<file path="src/rtl/global_pkg.sv">
// Shared system constants and the RX DMA state encoding.
package global_pkg;

  localparam int unsigned DMA_RX_BUFFER_BASE = 32'h20;

  typedef enum logic [2:0] {
    StIdle,
    StBusReq,
    StRead,
    StWrite,
    StWait,
    StDone
  } dma_rx_state_t;

endpackage

</file>
<file path="src/rtl/dma_rx_timeout_cnt.sv">
// Idle-wait counter for the RX DMA: counts enabled cycles, flags when the limit is reached.
module dma_rx_timeout_cnt
  import global_pkg::*;
#(
  parameter int unsigned CntW = 4
) (
  input  logic            Clk,
  input  logic            Rst_n,
  input  logic            clear_i,
  input  logic            enable_i,
  input  logic [CntW-1:0] limit_i,
  output logic            expired_o
);

  logic [CntW-1:0] cnt_q, cnt_d;

  always_comb begin
    cnt_d = cnt_q;
    if (clear_i) begin
      cnt_d = '0;
    end else if (enable_i) begin
      cnt_d = cnt_q + CntW'(1);
    end
  end

  always_ff @(posedge Clk) begin
    if (!Rst_n) begin
      cnt_q <= '0;
    end else begin
      cnt_q <= cnt_d;
    end
  end

  assign expired_o = enable_i && (cnt_q == limit_i);

endmodule

</file>
<file path="src/rtl/dma_rx_burst.sv">
// Burst RX DMA: moves a NUM_BYTES frame from the serial RX FIFO into RAM at BASE_ADDR.
// Optional idle-wait timeout on short frames is built with `define DMA_RX_TIMEOUT_EN.
module dma_rx_burst
  import global_pkg::*;
#(
  parameter int unsigned ADDR_W      = 8,
  parameter int unsigned DATA_W      = 8,
  parameter int unsigned NUM_BYTES   = 3,
  parameter int unsigned BASE_ADDR   = DMA_RX_BUFFER_BASE,
  parameter int unsigned TIMEOUT_CYC = 16
) (
  input  logic                           Clk,
  input  logic                           Rst_n,
  input  logic                           Ena,
  output logic                           Dma_End,
  output logic                           Dma_Timeout,
  output logic [$clog2(NUM_BYTES+1)-1:0] Byte_Count,
  output logic [ADDR_W-1:0]              Address,
  output logic [DATA_W-1:0]              Databus,
  input  logic [DATA_W-1:0]              RX_Data,
  input  logic                           RX_Full,
  input  logic                           RX_Empty,
  output logic                           Data_Read,
  output logic                           Cs,
  output logic                           Wena,
  output logic                           Bus_req,
  input  logic                           Bus_grant
);

  localparam int unsigned IdxW = (NUM_BYTES > 1) ? $clog2(NUM_BYTES) : 1;
  localparam int unsigned CntW = $clog2(NUM_BYTES + 1);
  localparam logic [IdxW-1:0]   LastIdx  = IdxW'(NUM_BYTES - 1);
  localparam logic [ADDR_W-1:0] BaseAddr = ADDR_W'(BASE_ADDR);

  dma_rx_state_t   state_q, state_d;
  logic [IdxW-1:0] idx_q, idx_d;
  logic            active;
  logic            unused_rx_full;

  assign unused_rx_full = RX_Full;
  // Outputs are also silenced in a reset cycle so nothing reaches RAM or the FIFO.
  assign active = Ena && Rst_n;

`ifdef DMA_RX_TIMEOUT_EN
  localparam int unsigned TmoW = (TIMEOUT_CYC > 2) ? $clog2(TIMEOUT_CYC) : 1;

  logic tmo_q, tmo_d;
  logic wait_clear, wait_en, wait_expired;

  assign wait_en    = active && (state_q == StWait) && RX_Empty;
  assign wait_clear = active && ((state_q != StWait) || !RX_Empty || wait_expired);

  dma_rx_timeout_cnt #(
    .CntW(TmoW)
  ) u_timeout_cnt (
    .Clk      (Clk),
    .Rst_n    (Rst_n),
    .clear_i  (wait_clear),
    .enable_i (wait_en),
    .limit_i  (TmoW'(TIMEOUT_CYC - 1)),
    .expired_o(wait_expired)
  );

  always_ff @(posedge Clk) begin
    if (!Rst_n) begin
      tmo_q <= 1'b0;
    end else if (Ena) begin
      tmo_q <= tmo_d;
    end
  end
`else
  localparam int unsigned unused_timeout_cyc = TIMEOUT_CYC;
`endif

  always_comb begin
    state_d     = state_q;
    idx_d       = idx_q;
`ifdef DMA_RX_TIMEOUT_EN
    tmo_d       = tmo_q;
`endif
    Dma_End     = 1'b0;
    Dma_Timeout = 1'b0;
    Byte_Count  = '0;
    Address     = '0;
    Databus     = '0;
    Data_Read   = 1'b0;
    Cs          = 1'b0;
    Wena        = 1'b0;
    Bus_req     = 1'b0;
    if (active) begin
      unique case (state_q)
        StIdle: begin
          if (!RX_Empty) begin
            Bus_req = 1'b1;
            state_d = StBusReq;
          end
        end
        StBusReq: begin
          Bus_req = 1'b1;
          if (Bus_grant) state_d = StRead;
        end
        StRead: begin
          Bus_req   = 1'b1;
          Data_Read = 1'b1;
          state_d   = StWrite;
        end
        StWrite: begin
          Bus_req = 1'b1;
          Cs      = 1'b1;
          Wena    = 1'b1;
          Address = BaseAddr + ADDR_W'(idx_q);
          Databus = RX_Data;
          if (idx_q == LastIdx) begin
            state_d = StDone;
          end else if (!RX_Empty) begin
            idx_d   = idx_q + IdxW'(1);
            state_d = StRead;
          end else begin
`ifdef DMA_RX_TIMEOUT_EN
            state_d = StWait;
`else
            state_d = StDone;
`endif
          end
        end
        StWait: begin
`ifdef DMA_RX_TIMEOUT_EN
          Bus_req = 1'b1;
          if (!RX_Empty) begin
            idx_d   = idx_q + IdxW'(1);
            state_d = StRead;
          end else if (wait_expired) begin
            tmo_d   = 1'b1;
            state_d = StDone;
          end
`else
          state_d = StIdle;
`endif
        end
        StDone: begin
          Bus_req    = 1'b1;
          Dma_End    = 1'b1;
          Byte_Count = CntW'(idx_q) + CntW'(1);
          idx_d      = '0;
          state_d    = StIdle;
`ifdef DMA_RX_TIMEOUT_EN
          Dma_Timeout = tmo_q;
          tmo_d       = 1'b0;
`endif
        end
        default: state_d = StIdle;
      endcase
    end
  end

  always_ff @(posedge Clk) begin
    if (!Rst_n) begin
      state_q <= StIdle;
      idx_q   <= '0;
    end else if (Ena) begin
      state_q <= state_d;
      idx_q   <= idx_d;
    end
  end

endmodule
</file>
<file path="config.mk">
export PLATFORM = sky130hd
export DESIGN_NAME = dma_rx_burst
export DESIGN_NICKNAME = d
export VERILOG_FILES = /design/src/rtl/global_pkg.sv /design/src/rtl/dma_rx_timeout_cnt.sv /design/src/rtl/dma_rx_burst.sv
export SDC_FILE = /design/constraint.sdc
export NUM_CORES = 1
export LEC_CHECK = 0
export ABC_AREA = 0
export CAP_MARGIN = 20
export CORE_UTILIZATION = 35
export DETAILED_ROUTE_END_ITERATION = 10
export GPL_ROUTABILITY_DRIVEN = 0
export HOLD_SLACK_MARGIN = 0.08
export PLACE_DENSITY = 0.92
export RECOVER_POWER = 25
export SYNTH_ARGS = -nofsm -noshare
export SYNTH_HDL_FRONTEND = slang
export SYNTH_SLANG_ARGS = --single-unit
</file>
<file path="constraint.sdc">
create_clock -name Clk -period 2.2 [get_ports Clk]
set_input_delay 0.22 -clock Clk [delete_from_list [all_inputs] [get_ports Clk]]
set_output_delay 0.22 -clock Clk [all_outputs]
set_load 0.02 [all_outputs]
</file>
==> results_dict.tcl <==
set metrics [dict create \
    rsz0062_at_grt "no" \
    p_per_area_nw_per_um2 317 \
    worstPathRequired_ns 1.98 \
    dr.pass1.iters 2 \
    fin_tns_setup_ns 0 \
    cts_sinks 5 \
    h-tree-depth 1 \
    post_dp_cell_area_um2 818 \
    cp_data_arrival_time_ns 1.87 \
    peakVddDrop_mv 0.356 \
    clkSlewWorstSetupHoldPaths_ns 0.05 \
    netlist_instances 69 \
    ios 38 \
    fin_worst_skew_ns 0.00350 \
    die_w_um 40.4 \
    wl_per_cell_um 11.3 \
    period_minus_slack_ns 2.09 \
    slew_headroom_pct 64.3 \
    clkPwrFrac_pct 38.3 \
    portBuffers 30 \
    grtUsageTotal_pct 16.3 \
    ant_nets 0 \
    grt_pass1_wl_mm 1.71 \
    syn_area_um2 517 \
    vias 572 \
    cp-end-kind "primary output" \
    cts_tree "done" \
    met2_usage_pct 29.8 \
    swShare_pct 28.0 \
    area_growth_pct 67.3 \
    worstPathMaxFanout 6 \
    avgSynthCellArea_um2 7.49 \
    hold_viol 0 \
    ys_types 29 \
    fmaxAchievable_mhz 479 \
    yosysWarnings 0 \
    holdBufCountCts 0 \
    die_area_um2 1630 \
    crit_type "in2out" \
    clk_latency_ns 0.24 \
    fp.dieH_um 40.4 \
    comb_power_share_pct 27.3 \
    worstHoldStart "idx_q[0]" \
    dp_hpwl_mm 1.04 \
    grt_max_degree 13 \
    drcViolationCount 0 \
    design.core.area_um2 1330 \
    routed_wirelength_mm 1.33 \
    use_met1_pct 15.7 \
    root_buffer "clkbuf_4" \
    slew_violations 0 \
    drive_gt1_share_pct 13.6 \
    post-route-period-util_pct 94.8 \
    tightest_slew_ns 0.528 \
    antenna_found_initial 0 \
    final_area_um2 865 \
    intPower_w 0.000197 \
    cts_buffers 3 \
    status "finished, final reports clean" \
    switching_power_w 0.0000766 \
    cellLeakagePower_nw 0.513 \
    p_seq_share_pct 34.5 \
    antenna_cells 0 \
    cap_violations 0 \
    top_usage_layer "met2" \
    r2r_start "state_q[1]" \
    grt_overflow 0 \
    viasPerCell 4.85 \
    start_util_pct 38.7 \
    finalNetCount 119 \
    fp-row-count 13 \
    startpoint_type "primary input" \
    ctsLongestPathBuffers 2 \
    grt_util_met3_pct 3.89 \
    ys_seq_area_share_pct 19.4 \
    setup_viol 0 \
    hp-class "reg2reg" \
    grt_pass1_vias 424 \
    first_iter_violations 4 \
    crit_start "Ena" \
    ys_seq_elements 5 \
]
per-stage QoR:
step | std cells | hold WS (ns) | util [%] | worst slack [ns] | total power, W
floorplan | 74 | 0.338 | - | 0.549 | 0.000143
global placement | 114 | 0.464 | 61.4 | 0.0472 | 0.000169
detailed placement | 114 | 0.473 | 61.4 | 0.00828 | 0.000170
CTS | 118 | 0.480 | 63.3 | 0.0168 | 0.000276
global route | 118 | 0.508 | 64.8 | 0.0224 | 0.000295
finish | 118 | 0.475 | 64.8 | 0.114 | 0.000274
registers in the layout (all words and copies together), names as in the netlist:
register  count
state_q       3
idx_q         2
final timing paths:
| path | cells past startpoint | to | slack (ns) |
|---|---|---|---|
| setup / recovery | 5 | Data_Read | 0.11 |
| hold / removal | 2 | idx_q[0] | 0.47 |
| setup reg to reg | 4 | state_q[0] | 0.79 |
| hold reg to reg | 2 | idx_q[0] | 0.47 |
cells by family after synthesis:
family          Yosys count  share of synthesized area, %
fa+ha+maj                 1                          2.42
simple gates             35                          39.5
other cells               1                         0.726
mux                       2                          3.87
buf+inv                  14                          17.9
xor+xnor                  1                          1.70
compound gates           10                          14.5
flops                     5                          19.4
cell type report:
class                   instances  area [um^2]
well taps                      15         18.8
flip-flops and latches          5          100
multi-input cells              55          340
fillers                       118          469
clock inverters                 1         5.00
inverters                       3         11.3
clock buffers                   3         22.5
repair buffers                 36          367
power groups by stage:
stage	Combinational [W]	Sequential, W	Clock [W]
floorplan	0.0000481	0.0000952	0
global placement	0.0000726	0.0000959	0
detailed placement	0.0000743	0.0000960	0
CTS	0.0000743	0.0000942	0.000108
global route	0.0000808	0.0000942	0.000120
finish	0.0000746	0.0000944	0.000105
layout by cell type (no fill, tap or decap), drive strengths merged, types with 2 or more instances in the layout:
cell / n
clkdlybuf4s50: 20
and2: 10
dlymetal6s2s: 9
nor2: 6
conb: 6
buf: 6
dfxtp: 5
nor3: 5
nand2b: 4
nand2: 4
inv: 3
o21ai: 3
clkbuf: 3
nor4: 2
mux2i: 2
synthesized netlist by cell type, drive strengths merged:
library cell  count  share of area [%]
buf              11                 16
and2             10                 12
nor2              6                4.4
dfxtp             5                 19
nor3              5                6.8
nand2             4                3.4
nand2b            4                4.8
inv               3                2.2
o21ai             3                2.9
mux2i             2                3.9
nor4              2                2.4
a21oi             1               0.97
a2bb2oi           1                1.7
a31o              1                1.7
conb              1               0.73
ha                1                2.4
nand3             1               0.97
nand3b            1                1.5
nor3b             1                1.5
nor4b             1                1.7
o2111ai           1                1.7
o211a             1                1.9
o21a              1                1.5
o41a              1                2.2
xor2              1                1.7
layer usage:
metal	share of wire, %	vias up
li1	-	290
met1	38	244
met2	47	34
met3	13	4
met4	1.4	0
met5	0	-
worst max-delay path, stage by stage:
cell and delay (ns):
clkdlybuf4s50_1 0.58, nand2_2 0.10, buf_4 0.16, nor3_1 0.17, clkdlybuf4s50_1 0.63
repair_timing:
action / 4_1_cts / 5_1_grt
cloned: 0 / 0
hold endpoints to repair: 0 / 0
setup buffers: 0 / 0
resized for setup: 1 / 10
endpoints found under the setup margin: 1 / 9
Note: power is estimated with default switching activity, not from simulation.
